## src/rtl/dmem_arbiter_if.sv

```systemverilog
// Bundle of the two requester handshakes and the data-memory port served by dmem_arbiter.
// The arbiter binds the slave modport; the requesters and the memory together form the master side.
interface dmem_arbiter_if #(
    parameter int ADDR_W = 6,
    parameter int DATA_W = 32
);
    // Handshake: a requester raises reqN with stable weN/addrN/wdataN and holds it until it sees
    // the one-cycle ackN pulse, dropping req at that same edge; rdata is valid only while an ack is high.
    logic              req0;
    logic              we0;
    logic [ADDR_W-1:0] addr0;
    logic [DATA_W-1:0] wdata0;
    logic              ack0;

    logic              req1;
    logic              we1;
    logic [ADDR_W-1:0] addr1;
    logic [DATA_W-1:0] wdata1;
    logic              ack1;

    logic [DATA_W-1:0] rdata;
    logic              busy;

    logic              m_read;
    logic              m_write;
    logic [ADDR_W-1:0] m_addr;
    logic [DATA_W-1:0] m_wdata;
    logic [DATA_W-1:0] m_rdata;

    modport slave (
        input  req0, we0, addr0, wdata0,
        input  req1, we1, addr1, wdata1,
        input  m_rdata,
        output ack0, ack1, rdata, busy,
        output m_read, m_write, m_addr, m_wdata
    );

    modport master (
        output req0, we0, addr0, wdata0,
        output req1, we1, addr1, wdata1,
        output m_rdata,
        input  ack0, ack1, rdata, busy,
        input  m_read, m_write, m_addr, m_wdata
    );
endinterface

```

## src/rtl/dmem_arbiter.sv

```systemverilog
// Two-requester arbiter/sequencer for the single-port data memory: IDLE -> ACCESS -> DONE.
// Define DMEM_ARB_RR_EN for round-robin tie breaking; otherwise port 0 has fixed priority.
module dmem_arbiter #(
    parameter int ADDR_W = 6,
    parameter int DATA_W = 32
) (
    input  logic                 clk,
    input  logic                 rst_n,
    dmem_arbiter_if.slave        bus,
    output logic [1:0]           dbg_state_o
);

    typedef enum logic [1:0] {
        IDLE   = 2'd0,
        ACCESS = 2'd1,
        DONE   = 2'd2
    } state_e;

    state_e              state_q, state_d;
    logic                we_l_q, we_l_d;
    logic [ADDR_W-1:0]   addr_l_q, addr_l_d;
    logic [DATA_W-1:0]   wdata_l_q, wdata_l_d;
    logic [DATA_W-1:0]   rdata_q, rdata_d;
    logic                gnt_q, gnt_d;
    logic                last_grant_q, last_grant_d;

    logic                win;
    logic                m_read_c;
    logic                m_write_c;
    logic                ack0_c;
    logic                ack1_c;

    // Winner among the live requests; only consulted in IDLE when at least one req is high.
    always_comb begin
        win = 1'b0;
`ifdef DMEM_ARB_RR_EN
        if (bus.req0 && bus.req1) begin
            win = ~last_grant_q;
        end else begin
            win = bus.req1 && !bus.req0;
        end
`else
        win = !bus.req0;
`endif
    end

    always_comb begin
        state_d      = state_q;
        we_l_d       = we_l_q;
        addr_l_d     = addr_l_q;
        wdata_l_d    = wdata_l_q;
        rdata_d      = rdata_q;
        gnt_d        = gnt_q;
        last_grant_d = last_grant_q;
        m_read_c     = 1'b0;
        m_write_c    = 1'b0;
        ack0_c       = 1'b0;
        ack1_c       = 1'b0;
        case (state_q)
            IDLE: begin
                if (bus.req0 || bus.req1) begin
                    state_d      = ACCESS;
                    gnt_d        = win;
                    last_grant_d = win;
                    we_l_d       = win ? bus.we1    : bus.we0;
                    addr_l_d     = win ? bus.addr1  : bus.addr0;
                    wdata_l_d    = win ? bus.wdata1 : bus.wdata0;
                end
            end
            ACCESS: begin
                // Strobes come from registered state only, so a reset here kills the write at once.
                m_read_c  = !we_l_q;
                m_write_c = we_l_q;
                if (!we_l_q) begin
                    rdata_d = bus.m_rdata;
                end
                state_d = DONE;
            end
            DONE: begin
                ack0_c  = !gnt_q;
                ack1_c  = gnt_q;
                state_d = IDLE;
            end
            default: begin
                state_d = IDLE;
            end
        endcase
    end

    always_ff @(posedge clk or negedge rst_n) begin
        if (!rst_n) begin
            state_q      <= IDLE;
            we_l_q       <= 1'b0;
            addr_l_q     <= '0;
            wdata_l_q    <= '0;
            rdata_q      <= '0;
            gnt_q        <= 1'b0;
            last_grant_q <= 1'b1;
        end else begin
            state_q      <= state_d;
            we_l_q       <= we_l_d;
            addr_l_q     <= addr_l_d;
            wdata_l_q    <= wdata_l_d;
            rdata_q      <= rdata_d;
            gnt_q        <= gnt_d;
            last_grant_q <= last_grant_d;
        end
    end

    assign bus.ack0    = ack0_c;
    assign bus.ack1    = ack1_c;
    assign bus.rdata   = rdata_q;
    assign bus.busy    = (state_q != IDLE);
    assign bus.m_read  = m_read_c;
    assign bus.m_write = m_write_c;
    assign bus.m_addr  = addr_l_q;
    assign bus.m_wdata = wdata_l_q;
    assign dbg_state_o = state_q;

endmodule

```

## src/flat_wrapper.sv

```systemverilog
// flat-port wrapper written by rule: the top's interface ports become plain ports
module dmem_arbiter_flat 
#(
    parameter int ADDR_W = 6,
    parameter int DATA_W = 32
)
  (clk, rst_n, dbg_state_o, bus_req0, bus_we0, bus_addr0, bus_wdata0, bus_req1, bus_we1, bus_addr1, bus_wdata1, bus_m_rdata, bus_ack0, bus_ack1, bus_rdata, bus_busy, bus_m_read, bus_m_write, bus_m_addr, bus_m_wdata);
  dmem_arbiter_if #(.ADDR_W(ADDR_W), .DATA_W(DATA_W)) bus_i ();
  input  logic clk;
  input  logic rst_n;
  output logic [1:0] dbg_state_o;
  input wire logic [$bits(bus_i.req0)-1:0] bus_req0;
  input wire logic [$bits(bus_i.we0)-1:0] bus_we0;
  input wire logic [$bits(bus_i.addr0)-1:0] bus_addr0;
  input wire logic [$bits(bus_i.wdata0)-1:0] bus_wdata0;
  input wire logic [$bits(bus_i.req1)-1:0] bus_req1;
  input wire logic [$bits(bus_i.we1)-1:0] bus_we1;
  input wire logic [$bits(bus_i.addr1)-1:0] bus_addr1;
  input wire logic [$bits(bus_i.wdata1)-1:0] bus_wdata1;
  input wire logic [$bits(bus_i.m_rdata)-1:0] bus_m_rdata;
  output wire logic [$bits(bus_i.ack0)-1:0] bus_ack0;
  output wire logic [$bits(bus_i.ack1)-1:0] bus_ack1;
  output wire logic [$bits(bus_i.rdata)-1:0] bus_rdata;
  output wire logic [$bits(bus_i.busy)-1:0] bus_busy;
  output wire logic [$bits(bus_i.m_read)-1:0] bus_m_read;
  output wire logic [$bits(bus_i.m_write)-1:0] bus_m_write;
  output wire logic [$bits(bus_i.m_addr)-1:0] bus_m_addr;
  output wire logic [$bits(bus_i.m_wdata)-1:0] bus_m_wdata;
  assign bus_i.req0 = bus_req0;
  assign bus_i.we0 = bus_we0;
  assign bus_i.addr0 = bus_addr0;
  assign bus_i.wdata0 = bus_wdata0;
  assign bus_i.req1 = bus_req1;
  assign bus_i.we1 = bus_we1;
  assign bus_i.addr1 = bus_addr1;
  assign bus_i.wdata1 = bus_wdata1;
  assign bus_i.m_rdata = bus_m_rdata;
  assign bus_ack0 = bus_i.ack0;
  assign bus_ack1 = bus_i.ack1;
  assign bus_rdata = bus_i.rdata;
  assign bus_busy = bus_i.busy;
  assign bus_m_read = bus_i.m_read;
  assign bus_m_write = bus_i.m_write;
  assign bus_m_addr = bus_i.m_addr;
  assign bus_m_wdata = bus_i.m_wdata;
  dmem_arbiter #(.ADDR_W(ADDR_W), .DATA_W(DATA_W)) u_core (.clk(clk), .rst_n(rst_n), .bus(bus_i), .dbg_state_o(dbg_state_o));
endmodule
```

## config.mk

```make
export PLATFORM = sky130hd
export DESIGN_NAME = dmem_arbiter_flat
export DESIGN_NICKNAME = d
export VERILOG_FILES = /design/src/rtl/dmem_arbiter_if.sv /design/src/rtl/dmem_arbiter.sv /design/src/flat_wrapper.sv
export SDC_FILE = /design/constraint.sdc
export NUM_CORES = 1
export LEC_CHECK = 0
export ABC_CLOCK_PERIOD_IN_PS = 1500
export BUFFER_PORTS_ARGS = -buffer_cell sky130_fd_sc_hd__buf_2
export CAP_MARGIN = 25
export CELL_PAD_IN_SITES_DETAIL_PLACEMENT = 0
export CELL_PAD_IN_SITES_GLOBAL_PLACEMENT = 1
export CORE_MARGIN = 10
export CORE_UTILIZATION = 31
export CTS_CLUSTER_DIAMETER = 50
export DETAILED_ROUTE_END_ITERATION = 12
export PLACE_DENSITY = 0.73
export SLEW_MARGIN = 40
export SYNTH_ARGS = -nofsm -noshare
export SYNTH_HDL_FRONTEND = slang
export SYNTH_SLANG_ARGS = --single-unit
```

## constraint.sdc

```tcl
create_clock -name clk -period 1.5 [get_ports clk]
set_input_delay 0 -clock clk [delete_from_list [all_inputs] [get_ports clk]]
set_output_delay 0 -clock clk [all_outputs]
set_load 0.005 [all_outputs]
```

; Word level (Yosys, flattened, before mapping)
; Cells that the tools add are included.
[classes]
magnitude_cmp = 0
reduce_logical = 8
eq_ne = 3
n_mux = 9
n_shift = 0
bitwise_logic = 1
n_mul = 0
n_div = 0
add_sub_neg = 0
[op_table]
columns = operator, n
row1 = two-way mux 32 bit, 1
row2 = two-way mux 6 bit, 1
row3 = two-way mux 1 bit, 5
row4 = case mux 2 bit (2 select lines), 1
row5 = AND reduction 2 bit, 2
row6 = logical NOT 1 bit, 3
row7 = equality test 2 x 1 -> 1 bit (second input constant), 1
row8 = equality test 2 bit (second input constant), 1
row9 = logical NOT 2 bit, 1
row10 = two-way mux 2 bit, 1
row11 = != test 2 x 1 -> 1 bit (second input constant), 1
row12 = nonzero test 2 bit, 1
row13 = logical OR 1 bit, 1
row14 = NOT 1 bit, 1
[word_totals]
word_cells = 27
output_inout_bits = 77
mem_bits_ro = 0
ram_bits = 0
register_bits = 74
mem_count = 0
latchBits = 0

; Depth between registers and ports, before layout
; Gate-level depths: netlist (run 1).
[logic_depth]
ltp_word = 3
ltp_mapped = 5

; Worst setup path after synthesis (run 1)
; OpenSTA, ideal clock, no wires.
[synth_path]
path_type = reg-to-reg
from = register u_core.state_q[1], in the netlist u_core.dbg_state_o[1]
to = register u_core.addr_l_q[0], in the netlist u_core.bus.m_addr[0]
path_stages_with_launch = 5
path_slack_ns = 0.064
period_less_slack_ns = 1.436
setup_time_ns = 0.125
t_arrival_ns = 1.312
t_required_ns = 1.375
path_cell_list = dfrtp_1 nor2_1 o21a_4 buf_6 mux2_2
[synth_between]
elab_chain_cells = 2
[synth_rtl]
columns = item, line
row1 = start: declaration, dmem_arbiter.sv:19  ; state_e state_q, state_d;
row2 = start signal: assignment, dmem_arbiter.sv:100  ; state_q <= state_d;
row3 = logical NOT 2 bit, dmem_arbiter.sv:59  ; case (state_q)
row4 = AND reduction 2 bit (no source line), --
row5 = end signal: assignment, dmem_arbiter.sv:102  ; addr_l_q <= addr_l_d;
row6 = end: declaration, dmem_arbiter.sv:21  ; logic [ADDR_W-1:0] addr_l_q, addr_l_d;
; Every way passes these cells.
; A chain may end at the register's enable or synchronous reset.

; Final worst setup path (run 1)
[layout_path]
from = register u_core.state_q[1], in the netlist u_core.dbg_state_o[1]
to = register u_core.rdata_q[0], in the netlist u_core.bus.rdata[0]
[layout_between]
elab_chain_cells = 2
[layout_rtl]
columns = item, line
row1 = equality test 2 x 1 -> 1 bit, dmem_arbiter.sv:59
row2 = AND reduction 2 bit (no source line), --
row3 = end signal: assignment, dmem_arbiter.sv:104  ; rdata_q <= rdata_d;
row4 = end: declaration, dmem_arbiter.sv:23  ; logic [DATA_W-1:0] rdata_q, rdata_d;
; Every way passes these cells.

==> impl_metrics.toml, run 1 <==
[clock_network]
numCtsBuffers = 9
clock_latency_at_the_later_pin_of_the_worst_skew_pair_ns = 0.32
max-clock-path-buffers = 2
tritoncts = "built"
cts_num_sinks = 74
cts-htree-levels = 3
clk_transition_reported_paths_ns = 0.05
clock_tree.root_cell = "sky130_fd_sc_hd__clkbuf_16"

[grt]
grt_pass1_vias = 2968
grtUsageTotal_pct = 11.5
grt_first_pass_wirelength_microns = 15000
grt_antenna_before_repair = 2
global_route.overflow_total = 0
largest_net_degree_at_the_start_of_global_routing = 44

[sta]
max_freq_mhz = 696
max_slew.worst_pin.slew_ns = 0.417
finalWorstSetupSlack_ns = 0.0640
drv_slew = 0
relSlewSlack_pct = 72.2
setup_viol = 0
report.final.hold_viol_count = 0
period_share_pct = 95.7
layout_min_cycle_time_ns = 1.44
timing.clock.skew_ns = 0.00498

[routing]
met1_length_microns = 3730
wl_met3_microns = 1160
drtAntennaViolNets = 0
detail_route.wl_per_cell_microns = 16.3
totalWireLength_microns = 9630
drc_errors = 0
routed-via-count = 2574
dr.first_iter.drc_count = 29
routed.top_layer = "met5"
drt_pass1_iterations = 3
vias_per_cell = 4.36
detailed_route_wirelength_on_metal2_microns = 4500

[placed_design]
place_congestion = 0.695
place_worst_setup_slack_ns = -0.0127
port_buffers = 190
dpl.hpwl_microns = 7380
place_area_sq_um = 4600

[critical_path]
timing.rr.end = "u_core.bus.rdata[0]"
cell_with_the_biggest_individual_delay_on_the_critical_path = "sky130_fd_sc_hd__dfrtp_1"
reg_to_reg_setup_timing_slack_ns = 0.06
worst_ep_arrival_time_ns = 1.64
r2r.worst_path.cells = 5
critPathRequiredTime_ns = 1.70
path_delay_family = "flip-flops"
critPathBufInv = 2
cp-start-kind = "flip-flop"
worst-path-max-fanout = 7
path_cells = "nor2b_4, nor2b_4, buf_12, buf_4, mux2_2"
r2r-start = "u_core.dbg_state_o[1]"
critical-path-max-stage-delay_ns = 0.42
most_numerous_cell_on_the_critical_path = "sky130_fd_sc_hd__nor2b_4"
crit_type = "reg2reg"
endpoint_kind = "flip-flop"

[min_path]
hold_path_end = "u_core.bus.m_wdata[8]"
worst_hold_path_type = "in2reg"
hp-start = "bus_wdata0[8]"
holdPathStages = 3

[yosys]
async_flop_share_pct = 100
synth_fa_ha_area_share_pct = 0
share_of_the_synthesized_area_in_compound_gates_ao_oa_aoi_oai_pct = 0.719
synth-seq-area-share_pct = 53.2
syn-cell-area_sq_um = 3480
ys.warnings.count = 0
yosys-top-cells-area = "sky130_fd_sc_hd__dfrtp_1, sky130_fd_sc_hd__mux2_2, sky130_fd_sc_hd__mux2_4, sky130_fd_sc_hd__buf_6, sky130_fd_sc_hd__buf_12"
postSynthRegisterBits = 74
ys_types = 13
synth_commonest_cells = "sky130_fd_sc_hd__mux2_2, sky130_fd_sc_hd__dfrtp_1, sky130_fd_sc_hd__mux2_4"
synthCells = 207
synth_top_family_by_area = "multiplexers"
post_synth_xor_area_fraction_pct = 0
mean_area_per_synthesized_cell_sq_um = 16.8
post_synth_edffs = 0
netlist.top_cell.by_area = "sky130_fd_sc_hd__dfrtp_1"
synth.net_count = 321
synth_mux_area_share_pct = 39.2
synth-simple-area-share_pct = 1.58
primary_ff_master_synth = "sky130_fd_sc_hd__dfrtp_1"
yosysMostFrequentCell = "sky130_fd_sc_hd__mux2_2"
netlist.area_leader.share_pct = 53.2

[flow_run]
timing.max_cap.violations = 0

[floorplan]
die_area_sq_um = 15900
die_height_microns = 126
top_level_ports = 191
coreArea_sq_um = 10900
initial_core_util_pct = 31.8
core.rowCount = 38
die_w_microns = 126

[final_layout]
fillerInstances = 956
diode_count = 0
drive_above_1_share_pct = 74.9
area.growth.synth_to_final_pct = 54.4
final_design_area_no_fill_sq_um = 5370
finish.net_count = 560
final_util_pct = 49.1

[status]
outcome = "finished clean"

[power]
power.static_leakage_nw = 2.63
power_w = 0.0106
vdd.ir_drop.worst_v = 0.000898
power.density_cell_area_nw_per_um2 = 1970
[worst max-delay path by stage]
stage,from,endpoint,slack (ns),depth (start not counted)
3_3_place_gp,u_core.dbg_state_o[1],u_core.bus.rdata[1],0.02,4
2_1_floorplan,u_core.dbg_state_o[1],u_core.bus.m_addr[0],0.06,4
6_report,u_core.dbg_state_o[1],u_core.bus.rdata[0],0.06,5
5_1_grt,u_core.dbg_state_o[1],u_core.bus.rdata[0],-0.001,5
3_5_place_dp,u_core.dbg_state_o[1],u_core.bus.rdata[1],-0.01,4
4_1_cts,u_core.dbg_state_o[1],bus_m_read,0.005,4
[metal layers]
metal / up-vias / global-route usage, %
li1: 1214 / -
met1: 1206 / 12.0
met2: 132 / 18.7
met3: 20 / 6.25
met4: 2 / 5.36
met5: - / 0
[kinds of logic after synthesis]
logic type             Yosys count
multiplexers                   110
flip-flops                      74
buffers and inverters           14
AND/OR/NAND/NOR                  6
AO/OA/AOI/OAI                    3
[final cells by class]
type | count | area (sq um) | share of cell area, %
flip-flops and latches | 74 | 1850 | 34.5
inverters | 1 | 3.75 | 0.0699
repair buffers | 241 | 1550 | 28.9
clock inverters | 5 | 103 | 1.91
well taps | 140 | 175 | 3.26
multi-input cells | 119 | 1450 | 27.0
clock buffers | 10 | 239 | 4.45
[where the power goes]
part           switching, W  internal [W]
Clock              0.000776       0.00166
Combinational       0.00163       0.00292
Sequential         0.000550       0.00304
Total               0.00296       0.00762
[cell usage in the layout, fill, tap and decap left out]
master,instances
sky130_fd_sc_hd__a21oi_1,2
sky130_fd_sc_hd__and2_1,1
sky130_fd_sc_hd__and3b_2,1
sky130_fd_sc_hd__buf_12,7
sky130_fd_sc_hd__buf_2,188
sky130_fd_sc_hd__buf_4,9
sky130_fd_sc_hd__buf_6,1
sky130_fd_sc_hd__bufinv_16,3
sky130_fd_sc_hd__clkbuf_16,11
sky130_fd_sc_hd__clkbuf_8,1
sky130_fd_sc_hd__clkinv_2,1
sky130_fd_sc_hd__clkinvlp_4,1
sky130_fd_sc_hd__dfrtp_1,74
sky130_fd_sc_hd__dlygate4sd3_1,34
sky130_fd_sc_hd__inv_1,1
sky130_fd_sc_hd__mux2_2,76
sky130_fd_sc_hd__mux2_4,34
sky130_fd_sc_hd__nor2_2,1
sky130_fd_sc_hd__nor2b_4,2
sky130_fd_sc_hd__nor3b_1,1
sky130_fd_sc_hd__o21a_4,1
[flip-flops by register name, summed over array words and instances, names as in the netlist]
name and count:
u_core.bus.m_addr 6, u_core.bus.m_wdata 32, u_core.bus.rdata 32, u_core.dbg_state_o 2
u_core.gnt_q 1, u_core.we_l_q 1
[worst register-to-register path, cell delays in order, from the launching register on]
cell,delay (ns)
sky130_fd_sc_hd__dfrtp_1,0.42
sky130_fd_sc_hd__nor2b_4,0.14
sky130_fd_sc_hd__nor2b_4,0.16
sky130_fd_sc_hd__buf_12,0.14
sky130_fd_sc_hd__buf_4,0.13
sky130_fd_sc_hd__mux2_2,0.33
[per-stage QoR]
stage | std cells | hold slack [ns] | TNS [ns]
finish | 590 | 0.0347 | 0
global route | 590 | 0.0317 | -0.00111
CTS | 587 | 0.0199 | 0
detailed placement | 537 | -0.0343 | -0.0127
global placement | 537 | -0.0400 | 0
floorplan | 207 | -0.296 | 0
[timing repair]
action,CTS,global route
gates cloned,0,2
endpoints found under the hold margin,64,0
setup endpoints to repair,2,52
gates resized for setup,0,3
pin swaps,0,0
hold buffers,34,0
setup buffers,1,1
No activity file was read; power rests on OpenSTA's default activity.
==> run 2: changes to the inputs <==
Settings changed: CORE_UTILIZATION 31 to 32, CTS_BUF_LIST set to sky130_fd_sc_hd__clkbuf_8, PLACE_DENSITY 0.73 to 0.75.
==> impl_metrics.toml, run 2 (synthesized netlist as in run 1, its figures left out) <==
[routing]
vias_per_cell = 4.29
drt_pass1_iterations = 4
drc_errors = 0
totalWireLength_microns = 9680
dr.first_iter.drc_count = 56
detail_route.wl_per_cell_microns = 16.1
drtAntennaViolNets = 0
routed-via-count = 2571

[grt]
largest_net_degree_at_the_start_of_global_routing = 40
grt_antenna_before_repair = 0
grt_first_pass_wirelength_microns = 15600
grt_pass1_vias = 3028
global_route.overflow_total = 0
grtUsageTotal_pct = 12.2

[placed_design]
place_congestion = 0.704
place_worst_setup_slack_ns = 0.0392
port_buffers = 190
dpl.cell_count = 532
dpl.hpwl_microns = 7120

[floorplan]
top_level_ports = 191
core.rowCount = 38
die_area_sq_um = 15400
die_w_microns = 124
die_height_microns = 124
coreArea_sq_um = 10700
initial_core_util_pct = 32.4

[sta]
hold_slack_ns = 0.0203
max_slew.worst_pin.slew_ns = 0.498
grt_setup_unrepaired = "yes"
finalWorstSetupSlack_ns = 0.0528
layout_min_cycle_time_ns = 1.45
setup_viol = 0
report.final.hold_viol_count = 0
relSlewSlack_pct = 66.8
period_share_pct = 96.5
timing.clock.skew_ns = 0.00490
max_freq_mhz = 691
drv_slew = 0
setup_total_negative_slack_ns = 0

[min_path]
hp-start = "bus_wdata1[1]"
holdPathStages = 3
hold_path_end = "u_core.bus.m_wdata[1]"
worst_hold_path_type = "in2reg"

[final_layout]
commonest_cells_after_routing_fill_and_taps_aside = "sky130_fd_sc_hd__buf_2, sky130_fd_sc_hd__mux2_2, sky130_fd_sc_hd__dfrtp_1"
drive_above_1_share_pct = 72.3
instances_no_fill = 600
fillerInstances = 927
multi_input_comb_area_sq_um = 1440
finish.net_count = 568
register_area_sq_um = 1850
layout.cells.most_common = "sky130_fd_sc_hd__buf_2"
area.growth.synth_to_final_pct = 53.9

[power]
power.density_cell_area_nw_per_um2 = 1850
vdd.ir_drop.worst_v = 0.000841
power_w = 0.00990
power.static_leakage_nw = 2.61

[clock_network]
cts-htree-levels = 3
clock_tree.root_cell = "sky130_fd_sc_hd__clkbuf_8"
max-clock-path-buffers = 2
numCtsBuffers = 9
clk_transition_reported_paths_ns = 0.08
tritoncts = "built"
clock_latency_at_the_later_pin_of_the_worst_skew_pair_ns = 0.33
cts_num_sinks = 74

[critical_path]
worst_ep_arrival_time_ns = 1.67
timing.rr.end = "u_core.bus.m_wdata[12]"
r2r.worst_path.cells = 4
cell_with_the_biggest_individual_delay_on_the_critical_path = "sky130_fd_sc_hd__dfrtp_2"
critPathRequiredTime_ns = 1.72
crit_type = "reg2reg"
reg_to_reg_setup_timing_slack_ns = 0.05
critical-path-max-stage-delay_ns = 0.44
cp-start-kind = "flip-flop"
endpoint_kind = "flip-flop"
r2r-start = "u_core.dbg_state_o[1]"
path_cells = "nor2_1, o21a_4, buf_12, mux2_2"
worst-path-max-fanout = 23

[status]
outcome = "finished clean"

[flow_run]
timing.max_cap.violations = 0
[run 2: worst max-delay path by stage]
stage / from / end / slack (ns) / depth (start not counted)
floorplan: u_core.dbg_state_o[1] / u_core.bus.m_addr[0] / 0.06 / 4
global placement: u_core.dbg_state_o[1] / u_core.bus.m_wdata[11] / 0.06 / 4
detailed placement: u_core.dbg_state_o[1] / u_core.bus.m_wdata[13] / 0.04 / 4
CTS: u_core.dbg_state_o[0] / bus_m_read / 0.009 / 4
global route: u_core.dbg_state_o[0] / bus_m_read / -0.05 / 5
finish: u_core.dbg_state_o[1] / u_core.bus.m_wdata[12] / 0.05 / 4
[run 2: worst max-delay path, delay by kind of cell (launching register included)]
kind,cells,cell delay (ns)
AOI/OAI and AO/OA,1,0.18
buffers and inverters,1,0.18
DFF,1,0.44
muxes,1,0.35
and+or+nand+nor,1,0.18
[run 2: stage by stage]
stage	util [%]	area (sq um)
2_1_floorplan	-	3480
3_3_place_gp	42.3	4550
3_5_place_dp	42.3	4550
4_1_cts	49.0	5270
5_1_grt	49.8	5350
6_report	49.8	5350
[run 2: area by class of cell]
type	instances	area share, %
Tap cell	140	3.27
Antenna cell	1	0.0467
Sequential cell	74	34.6
Clock inverter	7	2.22
Inverter	1	0.0701
Multi-Input combinational cell	119	26.9
Clock buffer	9	2.31
Timing Repair Buffer	249	30.5
[run 2: what timing repair did]
action	CTS	global route
hold buffers	47	0
setup endpoints to repair	1	46
endpoints found under the hold margin	79	0
buffers inserted	0	1
cloned	0	3
gates resized for setup	1	1
[run 2: per-layer routing]
layer | track usage [%] | share of wire (%) | vias to the layer above
met2 | 20.3 | 49 | 115
met1 | 13.6 | 41 | 1216
met3 | 5.23 | 9.1 | 14
li1 | - | - | 1226
met5 | 0 | 0 | -
met4 | 4.04 | 1.1 | 0
[run 2: power by group]
group / switching, W / internal (W)
Combinational: 0.00161 / 0.00285
Sequential: 0.000542 / 0.00304
Clock: 0.000758 / 0.00111
Total: 0.00291 / 0.00699
==> run 3: changes to the inputs <==
Settings changed: ABC_CLOCK_PERIOD_IN_PS 1500 to 1780, CORE_UTILIZATION 32 to 38, PLACE_DENSITY 0.75 to 0.84, SETUP_SLACK_MARGIN set to 0.1.
Clock period 1.5 ns to 1.78 ns, I/O delays scaled along.
==> impl_metrics.toml, run 3 (synthesized netlist as in run 1, its figures left out) <==
[status]
outcome = "finished clean"

[clock_network]
clock_tree.root_cell = "sky130_fd_sc_hd__clkbuf_8"
clock_latency_at_the_later_pin_of_the_worst_skew_pair_ns = 0.33
cts_num_sinks = 74
numCtsBuffers = 9
cts_resized = 0
cts-htree-levels = 3
tritoncts = "built"
max-clock-path-buffers = 2
post_cts_buffers = 0
clk_transition_reported_paths_ns = 0.07

[routing]
drc_errors = 0
totalWireLength_microns = 9440
drt_pass1_iterations = 3
detail_route.wl_per_cell_microns = 17.1
drtAntennaViolNets = 0
vias_per_cell = 4.55
dr.first_iter.drc_count = 39
routed-via-count = 2518

[floorplan]
die_height_microns = 116
core.rowCount = 34
die_area_sq_um = 13400
die_w_microns = 116
initial_core_util_pct = 39.5
coreArea_sq_um = 8810
top_level_ports = 191

[critical_path]
cell_with_the_biggest_individual_delay_on_the_critical_path = "sky130_fd_sc_hd__dfrtp_1"
timing.rr.end = "u_core.bus.m_addr[1]"
r2r.worst_path.cells = 4
crit_type = "reg2reg"
critical-path-max-stage-delay_ns = 0.44
path_cells = "nor2_1, o21a_4, buf_4, mux2_2"
reg_to_reg_setup_timing_slack_ns = 0.23
worst_ep_arrival_time_ns = 1.76
crit_cells = 4
cp-start-kind = "flip-flop"
crit_start = "u_core.dbg_state_o[1]"
path_delay_family = "flip-flops"
worst_setup_path_endpoint = "u_core.bus.m_addr[1]"
critPathRequiredTime_ns = 1.99
endpoint_kind = "flip-flop"
critPathBufInv = 1
worst-path-max-fanout = 19
r2r-start = "u_core.dbg_state_o[1]"

[placed_design]
place_area_sq_um = 4480
place_worst_setup_slack_ns = 0.226
place_congestion = 0.749
dpl.cell_count = 498
dpl.hpwl_microns = 7130
port_buffers = 190

[grt]
grt_antenna_before_repair = 0
largest_net_degree_at_the_start_of_global_routing = 46
grt_first_pass_wirelength_microns = 14300
global_route.overflow_total = 0
grtUsageTotal_pct = 13.6
grt_pass1_vias = 2799

[final_layout]
commonest_cells_after_routing_fill_and_taps_aside = "sky130_fd_sc_hd__buf_2, sky130_fd_sc_hd__mux2_2, sky130_fd_sc_hd__dfrtp_1"
diode_count = 0
instances_no_fill = 553
fillerInstances = 744
final_design_area_no_fill_sq_um = 5030
multi_input_comb_area_sq_um = 1440
final_util_pct = 57.2
register_area_sq_um = 1850
layout.cells.most_common = "sky130_fd_sc_hd__buf_2"
drive_above_1_share_pct = 72.8
area.growth.synth_to_final_pct = 44.7
finish.net_count = 554

[sta]
finalWorstSetupSlack_ns = 0.233
max_freq_mhz = 647
layout_min_cycle_time_ns = 1.55
period_share_pct = 86.9
grt_setup_unrepaired = "no"
setup_viol = 0
timing.clock.skew_ns = 0.00882
relSlewSlack_pct = 73.4
drv_slew = 0
report.final.hold_viol_count = 0
setup_total_negative_slack_ns = 0
max_slew.worst_pin.slew_ns = 0.398

[min_path]
worst_hold_path_type = "in2reg"

[power]
power.static_leakage_nw = 2.50
vdd.ir_drop.worst_v = 0.000747
power.density_cell_area_nw_per_um2 = 1510

[flow_run]
timing.max_cap.violations = 0
-- run 3: changes by cell type in the layout (fill, tap and decap cells not counted), sizes merged, moves of 2 or more --
cell,change
dlygate4sd3,-8
bufinv,-3
clkbuf,-2
buf,-4
clkinv,+2
-- run 3: layout make-up --
cell class / instances / area share (%)
Clock buffer: 9 / 2.46
Multi-Input combinational cell: 119 / 28.7
Inverter: 1 / 0.0746
Tap cell: 108 / 2.68
Sequential cell: 74 / 36.8
Timing Repair Buffer: 235 / 28.6
Clock inverter: 7 / 0.770
-- run 3: timing repair --
action,CTS,global route
endpoints found under the setup margin,0,0
hold buffers,34,5
hold endpoints to repair,107,4
-- run 3: routing by layer --
metal  vias up  wire length [microns]  GRT usage (%)
met2       128                   4240           20.9
met3         7                   1460           9.04
met4         0                     59           3.00
met1      1184                   3680           15.5
met5         -                      0              0
li1       1199                      -              -
-- run 3: worst min-delay path, delay by kind of cell --
family   cells  cell delay, ns
mux          2            0.25
buf+inv      1            0.07
-- run 3: how the worst min path moves through the flow --
stage / from / to / slack, ns / cells past startpoint
after floorplan: rst_n / u_core.bus.m_addr[0] / -0.30 / 0
after global placement: rst_n / u_core.bus.rdata[0] / -0.05 / 1
after detailed placement: rst_n / u_core.bus.rdata[0] / -0.04 / 1
after CTS: bus_addr0[4] / u_core.bus.m_addr[4] / 0.001 / 3
after global routing: bus_wdata1[9] / u_core.bus.m_wdata[9] / 0.0004 / 3
final: bus_addr0[4] / u_core.bus.m_addr[4] / 0.02 / 3
-- run 3: stage by stage --
stage / hold WS, ns / total power [W]
5_1_grt: 0.000392 / 0.00819
3_5_place_dp: -0.0421 / 0.00657
2_1_floorplan: -0.296 / 0.00523
4_1_cts: 0.00104 / 0.00774
6_report: 0.0219 / 0.00760
3_3_place_gp: -0.0474 / 0.00647
-- run 3: where the power goes --
part | total, W | internal [W] | switching [W]
clock | 0.00106 | 0.000490 | 0.000571
combinational | 0.00349 | 0.00220 | 0.00129
sequential | 0.00305 | 0.00256 | 0.000485
total | 0.00760 | 0.00525 | 0.00235
